File: src/rtl/posit_round_norm_if.sv
// Bus bundle for the posit rounding stage: request fields in, rounded result out.
interface posit_round_norm_if #(
    parameter int unsigned IN_W  = 64,
    parameter int unsigned OUT_W = 32,
    parameter int unsigned K_W   = 6,
    parameter int unsigned ES    = 3
) ();
    logic             start;
    logic [IN_W-1:0]  shifted_mantissa;
    logic [K_W-1:0]   k_in;
    logic [ES-1:0]    exp_in;
    logic             sign_in;
    logic [1:0]       rnd_mode;
    logic [OUT_W-1:0] mantissa_out;
    logic [K_W-1:0]   k_final;
    logic [ES-1:0]    exp_final;
    logic             sign_final;
    logic             inexact;
    logic             overflow;
    logic             busy;
    logic             done;

    modport master (
        output start, shifted_mantissa, k_in, exp_in, sign_in, rnd_mode,
        input  mantissa_out, k_final, exp_final, sign_final, inexact, overflow, busy, done
    );

    modport slave (
        input  start, shifted_mantissa, k_in, exp_in, sign_in, rnd_mode,
        output mantissa_out, k_final, exp_final, sign_final, inexact, overflow, busy, done
    );
endinterface

File: src/rtl/posit_round_norm.sv
// Posit rounding stage: truncates the normalised fraction with guard/sticky,
// applies the selected rounding mode, and ripples any carry into exp then k.
module posit_round_norm #(
    parameter int unsigned IN_W  = 64,
    parameter int unsigned OUT_W = 32,
    parameter int unsigned K_W   = 6,
    parameter int unsigned ES    = 3
) (
    input  logic               clk,
    input  logic               rst_n,
    posit_round_norm_if.slave  rn
);
    localparam logic [1:0] StIdle     = 2'd0;
    localparam logic [1:0] StRound    = 2'd1;
    localparam logic [1:0] StCarry    = 2'd2;
    localparam logic [1:0] StComplete = 2'd3;

    localparam logic [K_W-1:0] KMax = {1'b0, {(K_W-1){1'b1}}};

    logic [1:0]       state_q, state_d;
    logic             accept;

    // Captured request
    logic [IN_W-1:0]  sm_q;
    logic [K_W-1:0]   k_q;
    logic [ES-1:0]    exp_q;
    logic             sign_q;
    logic [1:0]       mode_q;

    // Rounded fraction with carry-out in the MSB
    logic [OUT_W:0]   sum_q, sum_d;
    logic             inexact_d;
    logic [OUT_W-1:0] trunc;
    logic             guard, sticky, inc;

    // Result registers
    logic [OUT_W-1:0] mant_q, mant_d;
    logic [K_W-1:0]   k_fin_q, k_fin_d;
    logic [ES-1:0]    exp_fin_q, exp_fin_d;
    logic             sign_fin_q;
    logic             inexact_q;
    logic             overflow_q, overflow_d;
    logic             done_q;

    assign accept = (state_q == StIdle) && rn.start;

    // Next-state: fixed four-step sequence, start only honoured in idle
    always_comb begin
        state_d = state_q;
        unique case (state_q)
            StIdle:     if (rn.start) state_d = StRound;
            StRound:    state_d = StCarry;
            StCarry:    state_d = StComplete;
            StComplete: state_d = StIdle;
            default:    state_d = StIdle;
        endcase
    end

    // Truncate, derive guard/sticky and the mode-dependent increment
    always_comb begin
        trunc  = sm_q[IN_W-1 -: OUT_W];
        guard  = sm_q[IN_W-OUT_W-1];
        sticky = |sm_q[IN_W-OUT_W-2:0];
        inc    = 1'b0;
        unique case (mode_q)
            2'b00:   inc = guard & (sticky | trunc[0]);
            2'b01:   inc = 1'b0;
            2'b10:   inc = (guard | sticky) & ~sign_q;
            2'b11:   inc = (guard | sticky) & sign_q;
            default: inc = 1'b0;
        endcase
        sum_d     = {1'b0, trunc} + {{OUT_W{1'b0}}, inc};
        inexact_d = guard | sticky;
    end

    // Carry ripple: fraction -> exponent -> regime, saturating at KMax
    always_comb begin
        mant_d     = sum_q[OUT_W-1:0];
        exp_fin_d  = exp_q;
        k_fin_d    = k_q;
        overflow_d = 1'b0;
        if (sum_q[OUT_W]) begin
            if (!(&exp_q)) begin
                mant_d    = '0;
                exp_fin_d = exp_q + ES'(1);
            end else if (k_q == KMax) begin
                mant_d     = '1;
                exp_fin_d  = '1;
                k_fin_d    = KMax;
                overflow_d = 1'b1;
            end else begin
                mant_d    = '0;
                exp_fin_d = '0;
                k_fin_d   = k_q + K_W'(1);
            end
        end
    end

    // State, capture and result registers
    always_ff @(posedge clk or negedge rst_n) begin
        if (!rst_n) begin
            state_q    <= StIdle;
            sm_q       <= '0;
            k_q        <= '0;
            exp_q      <= '0;
            sign_q     <= 1'b0;
            mode_q     <= 2'b00;
            sum_q      <= '0;
            mant_q     <= '0;
            k_fin_q    <= '0;
            exp_fin_q  <= '0;
            sign_fin_q <= 1'b0;
            inexact_q  <= 1'b0;
            overflow_q <= 1'b0;
            done_q     <= 1'b0;
        end else begin
            state_q <= state_d;
            done_q  <= (state_q == StComplete);
            if (accept) begin
                sm_q       <= rn.shifted_mantissa;
                k_q        <= rn.k_in;
                exp_q      <= rn.exp_in;
                sign_q     <= rn.sign_in;
                mode_q     <= rn.rnd_mode;
                inexact_q  <= 1'b0;
                overflow_q <= 1'b0;
            end
            if (state_q == StRound) begin
                sum_q     <= sum_d;
                inexact_q <= inexact_d;
            end
            if (state_q == StCarry) begin
                mant_q     <= mant_d;
                exp_fin_q  <= exp_fin_d;
                k_fin_q    <= k_fin_d;
                sign_fin_q <= sign_q;
                overflow_q <= overflow_d;
            end
        end
    end

    assign rn.mantissa_out = mant_q;
    assign rn.k_final      = k_fin_q;
    assign rn.exp_final    = exp_fin_q;
    assign rn.sign_final   = sign_fin_q;
    assign rn.inexact      = inexact_q;
    assign rn.overflow     = overflow_q;
    assign rn.busy         = (state_q != StIdle);
    assign rn.done         = done_q;
endmodule

File: src/flat_wrapper.sv
// flat-port wrapper written by rule: the top's interface ports become plain ports
module posit_round_norm_flat 
#(
    parameter int unsigned IN_W  = 64,
    parameter int unsigned OUT_W = 32,
    parameter int unsigned K_W   = 6,
    parameter int unsigned ES    = 3
)
  (clk, rst_n, rn_start, rn_shifted_mantissa, rn_k_in, rn_exp_in, rn_sign_in, rn_rnd_mode, rn_mantissa_out, rn_k_final, rn_exp_final, rn_sign_final, rn_inexact, rn_overflow, rn_busy, rn_done);
  posit_round_norm_if #(.IN_W(IN_W), .OUT_W(OUT_W), .K_W(K_W), .ES(ES)) rn_i ();
  input  logic clk;
  input  logic rst_n;
  input wire logic [$bits(rn_i.start)-1:0] rn_start;
  input wire logic [$bits(rn_i.shifted_mantissa)-1:0] rn_shifted_mantissa;
  input wire logic [$bits(rn_i.k_in)-1:0] rn_k_in;
  input wire logic [$bits(rn_i.exp_in)-1:0] rn_exp_in;
  input wire logic [$bits(rn_i.sign_in)-1:0] rn_sign_in;
  input wire logic [$bits(rn_i.rnd_mode)-1:0] rn_rnd_mode;
  output wire logic [$bits(rn_i.mantissa_out)-1:0] rn_mantissa_out;
  output wire logic [$bits(rn_i.k_final)-1:0] rn_k_final;
  output wire logic [$bits(rn_i.exp_final)-1:0] rn_exp_final;
  output wire logic [$bits(rn_i.sign_final)-1:0] rn_sign_final;
  output wire logic [$bits(rn_i.inexact)-1:0] rn_inexact;
  output wire logic [$bits(rn_i.overflow)-1:0] rn_overflow;
  output wire logic [$bits(rn_i.busy)-1:0] rn_busy;
  output wire logic [$bits(rn_i.done)-1:0] rn_done;
  assign rn_i.start = rn_start;
  assign rn_i.shifted_mantissa = rn_shifted_mantissa;
  assign rn_i.k_in = rn_k_in;
  assign rn_i.exp_in = rn_exp_in;
  assign rn_i.sign_in = rn_sign_in;
  assign rn_i.rnd_mode = rn_rnd_mode;
  assign rn_mantissa_out = rn_i.mantissa_out;
  assign rn_k_final = rn_i.k_final;
  assign rn_exp_final = rn_i.exp_final;
  assign rn_sign_final = rn_i.sign_final;
  assign rn_inexact = rn_i.inexact;
  assign rn_overflow = rn_i.overflow;
  assign rn_busy = rn_i.busy;
  assign rn_done = rn_i.done;
  posit_round_norm #(.IN_W(IN_W), .OUT_W(OUT_W), .K_W(K_W), .ES(ES)) u_core (.clk(clk), .rst_n(rst_n), .rn(rn_i));
endmodule
File: config.mk
export PLATFORM = sky130hd
export DESIGN_NAME = posit_round_norm_flat
export DESIGN_NICKNAME = d
export VERILOG_FILES = /design/src/rtl/posit_round_norm_if.sv /design/src/rtl/posit_round_norm.sv /design/src/flat_wrapper.sv
export SDC_FILE = /design/constraint.sdc
export NUM_CORES = 1
export LEC_CHECK = 0
export CORE_MARGIN = 2
export CORE_UTILIZATION = 57
export DETAILED_ROUTE_END_ITERATION = 10
export PLACE_DENSITY = 0.82
export SETUP_SLACK_MARGIN = 0.3
export SLEW_MARGIN = 30
export SYNTH_ARGS = -nofsm -noshare
export SYNTH_HDL_FRONTEND = slang
export SYNTH_SLANG_ARGS = --single-unit
File: constraint.sdc
create_clock -name clk -period 3.85 [get_ports clk]
set_clock_uncertainty 0.05 [all_clocks]
set_input_delay 0.5775 -clock clk [delete_from_list [all_inputs] [get_ports clk]]
set_output_delay 0.5775 -clock clk [all_outputs]
set_load 0.02 [all_outputs]
# == Word level (Yosys, flattened, before mapping) ==
# Index checks and enable logic that the tools add are counted.
# totals
ff_bits,156
in_bits,79
out_inout_bits,46
word_cells,57
# op_classes
add_sub_neg,3
n_eq_ne,8
n_mux,18
bitwise_logic,6
n_reduce_logical,8
# op_table
op,count
32-bit 2-to-1 mux,3
32-bit by 1-bit adder with 33-bit output,1
31-bit OR reduction,1
6-bit 2-to-1 mux,3
3-bit 2-to-1 mux,3
2-bit equality test (second input constant),4
2-bit one-hot mux with 4 select lines,1
6-bit by 1-bit adder with 6-bit output (second input constant),1
6-bit by 5-bit equality test with 1-bit output (second input constant),1
1-bit 2-to-1 mux,6
2-bit nonzero test,3
2-bit by 1-bit equality test with 1-bit output (second input constant),2
2-bit logical NOT,2
1-bit one-hot mux with 4 select lines,1
3-bit by 1-bit adder with 3-bit output (second input constant),1
1-bit bitwise AND,3
3-bit AND reduction,1
2-bit 2-to-1 mux,1
2-bit != test (second input constant),1
1-bit bitwise OR,2
1-bit logical AND,1
1-bit NOT,1

# == Logic depth before layout (Yosys ltp) ==
# Gate-level depths: netlist of run 1.
# logic_depth
depth_word,5
depth_mapped,11
ltp_nobuf,9

# == Worst setup path after synthesis of run 1 ==
# OpenSTA, ideal clock, no wires.
# synth_timing
path_type,reg2reg
startpoint,register u_core.mode_q[0]
endpoint,register u_core.sum_q[23]
setup_ns,0.082
arrival_ns,2.494
t_required_ns,3.718
path_slack_ns,1.225
stages_incl_launch_ff,11
n_path_buf,1
synth_period_minus_slack_ns,2.625
cell_sequence,dfrtp_1 -> xnor2_1 -> and2_1 -> a21oi_1 -> o22ai_1 -> ha_1 -> nand4_2 -> or4_1 -> buf_2 -> or4_1 -> a31oi_1
# synth_via
elab_chain_len,3
elab_cells_between_ends,6
cone_classes,add/sub (1); eq/ne (3); mux (1); reduce/logical (1)
# synth_lines
item,line_no,text
from (decl),posit_round_norm.sv:28,logic [1:0] mode_q;
from (signal assigned),posit_round_norm.sv:124,mode_q <= rn.rnd_mode;
2-bit equality test (tied with other cells),posit_round_norm.sv:65,unique case (mode_q)
1-bit one-hot mux with 4 select lines *,posit_round_norm.sv:65,
32-bit by 1-bit adder with 33-bit output *,posit_round_norm.sv:72,"sum_d = {1'b0, trunc} + {{OUT_W{1'b0}}, inc};"
to (signal assigned),posit_round_norm.sv:129,sum_q <= sum_d;
to (decl),posit_round_norm.sv:31,"logic [OUT_W:0] sum_q, sum_d;"
# Every way passes the cells marked *; elsewhere a longest branch is shown, timed or not.
# A chain may end at the register's enable or synchronous reset.

# == Final worst setup path of run 1 ==
# layout_timing
startpoint,register u_core.mode_q[0]
endpoint,register u_core.sum_q[20]
# The elaborated chain is that of the path after synthesis.

==> results of run 1 <==
[metal layers]
metal / share of wire, % / routed length [um] / vias to the layer above / track usage (%)
met1: 43 / 6790 / 2555 / 33.6
met3: 4.5 / 706 / 14 / 6.78
met4: 1.3 / 211 / 0 / 8.05
met2: 51 / 8000 / 139 / 42.3
met5: 0 / 0 / - / 0
li1: - / - / 2460 / -
[synthesized netlist by cell type, types with 2 or more instances]
| cell type | number |
|---|---|
| buf_1 | 8 |
| o31ai_1 | 10 |
| o211ai_1 | 2 |
| buf_2 | 2 |
| a31oi_1 | 22 |
| xnor2_1 | 9 |
| and3_1 | 4 |
| ha_1 | 10 |
| and2_1 | 3 |
| nor2_1 | 69 |
| or4_1 | 16 |
| clkbuf_1 | 25 |
| nor4_1 | 8 |
| o22ai_1 | 2 |
| mux2_2 | 79 |
| and4_1 | 5 |
| nor3_1 | 5 |
| or3_1 | 5 |
| a21oi_1 | 84 |
| inv_1 | 11 |
| nand4_1 | 10 |
| o21ai_0 | 10 |
| xor2_1 | 9 |
| nand3_1 | 16 |
| nand2_1 | 20 |
| o311ai_0 | 2 |
| nor3b_1 | 3 |
| dfrtp_1 | 156 |
| clkbuf_8 | 2 |
[power groups by stage]
stage / Sequential [mW] / Clock (mW) / Combinational, mW
floorplan: 3.23 / 0 / 1.72
global placement: 3.11 / 0 / 2.74
detailed placement: 3.17 / 0 / 2.86
CTS: 3.16 / 1.66 / 2.90
global route: 3.29 / 1.74 / 3.17
finish: 3.18 / 1.64 / 2.88
[registers in the layout, indices dropped and copies added, names as in the netlist]
signal	count
u_core.rn.exp_final	3
u_core.sign_q	1
u_core.k_q	6
u_core.rn.done	1
u_core.mode_q	2
u_core.rn.mantissa_out	32
u_core.rn.overflow	1
u_core.sm_q	64
u_core.rn.k_final	6
u_core.state_q	2
u_core.exp_q	3
u_core.sum_q	33
u_core.rn.inexact	1
u_core.rn.sign_final	1
[per-stage QoR]
step	instance area (um^2)	cells	utilization (%)	worst slack (ns)
2_1_floorplan	6930	620	-	1.22
3_3_place_gp	8240	857	68.8	1.07
3_5_place_dp	8240	857	68.8	0.945
4_1_cts	8810	889	73.7	0.915
5_1_grt	8830	889	73.8	0.657
6_report	8830	889	73.8	0.891
[critical path, stage by stage (launching register included)]
cell	delay, ns
dfrtp_1	0.41
xnor2_1	0.15
and2_1	0.16
a21oi_1	0.05
o22ai_1	0.20
ha_1	0.22
and4_1	0.37
nand4_1	0.49
or4_1	0.56
a31oi_1	0.21
[worst paths after layout]
kind / start / endpoint / slack (ns) / cells past startpoint
max: u_core.mode_q[0] / u_core.sum_q[20] / 0.89 / 9
min: rst_n / u_core.sm_q[20] / 0.14 / 1
max reg2reg: u_core.mode_q[0] / u_core.sum_q[20] / 0.89 / 9
min reg2reg: u_core.sm_q[24] / u_core.sm_q[24] / 0.46 / 1
max in group asynchronous: rst_n / u_core.rn.k_final[5] / 2.69 / 2
min in group clk: u_core.sm_q[24] / u_core.sm_q[24] / 0.46 / 1
[cell type report]
cell class	count	area [um^2]
Clock buffer	17	425
Fill cell	831	3130
Sequential cell	156	3900
Tap cell	147	184
Timing Repair Buffer	129	1280
Clock inverter	15	154
Multi-Input combinational cell	414	2840
Inverter	11	41.3
[cell families (layout without fill, tap and decap cells)]
| logic type | after synthesis | count (layout) |
|---|---|---|
| adder cells (fa/ha/maj) | 10 | 10 |
| multiplexers | 80 | 80 |
| XOR/XNOR | 18 | 18 |
| AO/OA/AOI/OAI | 134 | 134 |
| AND/OR/NAND/NOR | 172 | 172 |
| flip-flops | 156 | 156 |
| buffers and inverters | 50 | 172 |
==> flow_summary.json, run 1 <==
{
  "power_frac_seq_pct": 41.3,
  "avgSynthCellArea_um2": 11.2,
  "clock-sinks": 156,
  "cts_buffers": 17,
  "synth_top_cell_area_share_pct": 56.3,
  "drt_iter0_drc": 405,
  "ys_seq_area_share_pct": 56.3,
  "max_slew_margin_pct": 43.5,
  "start_kind": "flip-flop",
  "comb_power_share_pct": 37.3,
  "worstHoldPathType": "in2async",
  "wl_per_cell_um": 17.7,
  "die_x_um": 114,
  "dieArea_mm2": 0.0131,
  "fin_nets": 818,
  "period_needed_ns": 2.96,
  "hold_buffers": 0,
  "post_cts_buffers": 0,
  "synth_fa_ha_area_share_pct": 1.81,
  "p_leak_nw": 3.58,
  "finalHoldViolCount": 0,
  "gp_congestion": 0.856,
  "yosys.area_share.simple_pct": 12.7,
  "async_flop_share_pct": 100,
  "peakVddDrop_v": 0.000510,
  "synth_edf_count": 0,
  "cts_root_buf": "clkbuf_16",
  "yosys.area.top_type": "dfrtp_1",
  "n_antenna_cell": 0,
  "syn-instance-count": 620,
  "grt_setup_unrepaired": "false",
  "vias": 5168,
  "grt_overflow": 0,
  "io_buffers": 124,
  "ant_nets": 0,
  "synthToLayoutAreaGrowth_pct": 27.4,
  "crit_type": "reg2reg",
  "clock_path_buffers": 2,
  "end_kind": "flip-flop",
  "clk_latency_ns": 0.44,
  "yosysWarnings": 0,
  "worstMarginPinSlew_ns": 0.847,
  "rows": 40,
  "cp.required_ns": 4.15,
  "synth_xor_area_share_pct": 2.27,
  "grt_pass1_wl_mm": 25.7,
  "grt_max_degree": 118,
  "status": "finished clean",
  "htree_levels": 4,
  "synth_compound_area_share_pct": 10.7,
  "p_switching_mw": 2.89,
  "layout-drive-gt1-share_pct": 17.0,
  "syn_area_mm2": 0.00693,
  "setup_viol": 0,
  "synthMuxAreaShare_pct": 13.0,
  "grtUsageTotal_pct": 25.7,
  "post_cts_resized": 0,
  "p_int_mw": 4.82,
  "critPathArrivalTime_ns": 3.25,
  "drt-total-wl_mm": 15.7,
  "path_clk_slew_ns": 0.07,
  "vias_per_cell": 5.81,
  "max_freq_ghz": 0.338,
  "whs_ns": 0.140,
  "pin_count": 125,
  "setup_tns_ns": 0,
  "crit_fanout": 15,
  "min_period_over_period_pct": 76.9,
  "drv_slew": 0,
  "most-common-layout-cells": "156 x dfrtp_1, 123 x clkdlybuf4s50_1, 84 x a21oi_1",
  "powerDensity_mw_per_mm2": 873,
  "syn_nets": 709,
  "power_mw": 7.71,
  "die_h_um": 114,
  "antenna_found_initial": 0,
  "synth_top_family_by_area": "multiplexers",
  "ys_ff_latch": 156,
  "synth.area.top_cells": "dfrtp_1 56%, mux2_2 13%, a21oi_1 6.1%",
  "grt_pass1_vias": 5220,
  "clockPowerShare_pct": 21.3,
  "dp_hpwl_mm": 10.6,
  "drcViolationCount": 0,
  "ys.flop_type": "dfrtp_1",
  "p_sw_share_pct": 37.5,
  "synth.distinct_cells": 42,
  "max_cap_violations": 0,
  "final_common_cell": "dfrtp_1",
  "cts_tree": "built",
  "first_pass_iters": 5,
  "initial_core_util_pct": 57.9,
  "core_mm2": 0.0120
}
(Power assumes the default switching activity.)
==> inputs of run 2 (changes only) <==
- CORE_UTILIZATION: 57 -> 53
- PLACE_DENSITY: 0.82 -> 0.76
- clock period: 3.85 -> 2.75 ns (I/O delays scaled with it)
==> run 2 against run 1 <==
Against the previous run:
- die area is 7.3% higher
- critical path depth stayed put
- clock power is 49% higher
- combinational power is 47% higher
- routed wire length is 1.1% higher
- non-clock buffer count is 21 higher
- sequential power is 42% higher
- fmax is 14% higher
- flip-flop and latch count stayed put
- worst setup slack worse by 0.73 ns
==> flow_summary.json, run 2 (synthesis results as in run 1) <==
{
  "setup_viol": 0,
  "crit_family": "simple AND/OR/NAND/NOR gates",
  "drt-total-wl_mm": 15.9,
  "crit_slowest_cell": "or4_4",
  "crit_fanout": 6,
  "powerDensity_mw_per_mm2": 1210,
  "dpl_worst_slack_ns": -0.000139,
  "die_x_um": 118,
  "path_clk_slew_ns": 0.06,
  "worstMarginPinSlew_ns": 0.681,
  "cts_tree": "built",
  "pin_count": 125,
  "fin_util_pct": 73.0,
  "setup_tns_ns": 0,
  "cp_num_buf_inv": 0,
  "r2r_slack_ns": 0.16,
  "htree_levels": 4,
  "drt_iter0_drc": 541,
  "grt_pass1_vias": 5242,
  "dpl.cell_count": 889,
  "path_common_cell": "or4_4",
  "wl_per_cell_um": 17.0,
  "gp_congestion": 0.859,
  "max_freq_ghz": 0.386,
  "holdPathStages": 1,
  "dp_hpwl_mm": 10.7,
  "final_common_cell": "dfrtp_1",
  "layout-drive-gt1-share_pct": 22.0,
  "grt_overflow": 0,
  "rows": 41,
  "first_pass_iters": 5,
  "post_dp_cell_area_mm2": 0.00836,
  "post-route-cell-area_mm2": 0.00925,
  "max_cap_violations": 0,
  "crit_chain": "xnor2_1 -> and2_4 -> a21oi_2 -> o22ai_2 -> ha_2 -> nand4_1 -> or4_4 -> or4_4 -> a31oi_1",
  "fin_ws_ns": 0.158,
  "max_slew_margin_pct": 54.6,
  "grt_setup_unrepaired": "true",
  "min_period_over_period_pct": 94.3,
  "cp.depth": 9,
  "power_mw": 11.2,
  "die_h_um": 118,
  "whs_ns": 0.454,
  "period_needed_ns": 2.59,
  "cp.required_ns": 3.04,
  "reg2regPathDepth": 9,
  "cts_root_buf": "clkbuf_16",
  "fin_cells": 935,
  "most-common-layout-cells": "156 x dfrtp_1, 123 x clkdlybuf4s50_1, 83 x a21oi_1",
  "drcViolationCount": 0,
  "status": "finished clean",
  "grt_max_degree": 73,
  "clock_path_buffers": 2,
  "grt_pass1_wl_mm": 26.4,
  "vias": 5245,
  "antenna_found_initial": 0,
  "n_antenna_cell": 0,
  "core_mm2": 0.0127,
  "worstHoldPathType": "reg2reg",
  "clk_latency_ns": 0.42,
  "p_leak_nw": 3.74,
  "crit_type": "reg2reg",
  "critPathMaxStageDelay_ns": 0.49,
  "largest_reg_flops": 64,
  "io_buffers": 124,
  "critPathArrivalTime_ns": 2.88,
  "clock-sinks": 156,
  "end_kind": "flip-flop",
  "dieArea_mm2": 0.0140,
  "grtUsageTotal_pct": 23.7,
  "initial_core_util_pct": 54.7,
  "drv_slew": 0,
  "synthToLayoutAreaGrowth_pct": 33.5,
  "cts_buffers": 17,
  "regMostFlops": "u_core.sm_q",
  "ant_nets": 0,
  "nFillCells": 885,
  "vias_per_cell": 5.61,
  "finalHoldViolCount": 0,
  "peakVddDrop_v": 0.000651,
  "fin_nets": 839,
  "start_kind": "flip-flop"
}
## run 2: repair_timing
action | CTS | global route
hold endpoints to repair | 70 | 0
pin swaps | 5 | 16
hold buffers | 1 | 0
setup endpoints to repair | 19 | 24
gates resized for setup | 9 | 26
gates cloned | 0 | 1
setup buffers | 6 | 6
## run 2: cell type report
class                      instances  area, um^2  area share (%)
clock buffer                      20         467            5.05
clock inverter                    12         160            1.73
inverter                          11        41.3           0.446
multi-input combinational        414        2970            32.1
sequential                       156        3900            42.2
tap                              172         215            2.33
timing repair buffer             150        1500            16.2
## run 2: path summary, 6_finish.rpt
path                                      start                         end
max in group asynchronous                 rst_n  u_core.rn.mantissa_out[17]
min in group asynchronous                 rst_n               u_core.k_q[3]
hold / removal             u_core.rn.k_final[3]        u_core.rn.k_final[3]
setup / recovery                  u_core.sign_q            u_core.sum_q[30]
setup reg to reg                  u_core.sign_q            u_core.sum_q[30]
hold reg to reg            u_core.rn.k_final[3]        u_core.rn.k_final[3]
## run 2: routing by layer
layer,wire length (um),share of wire (%),vias up,global-route usage (%)
li1,-,-,2495,-
met1,7030,44,2578,31.7
met2,7840,49,148,38.3
met3,745,4.7,24,5.89
met4,271,1.7,0,7.30
met5,0,0,-,0
## run 2: power breakdown
| part | switching [mW] | internal [mW] |
|---|---|---|
| combinational | 2.07 | 2.16 |
| clock | 0.935 | 1.51 |
| sequential | 1.05 | 3.47 |
| total | 4.06 | 7.13 |
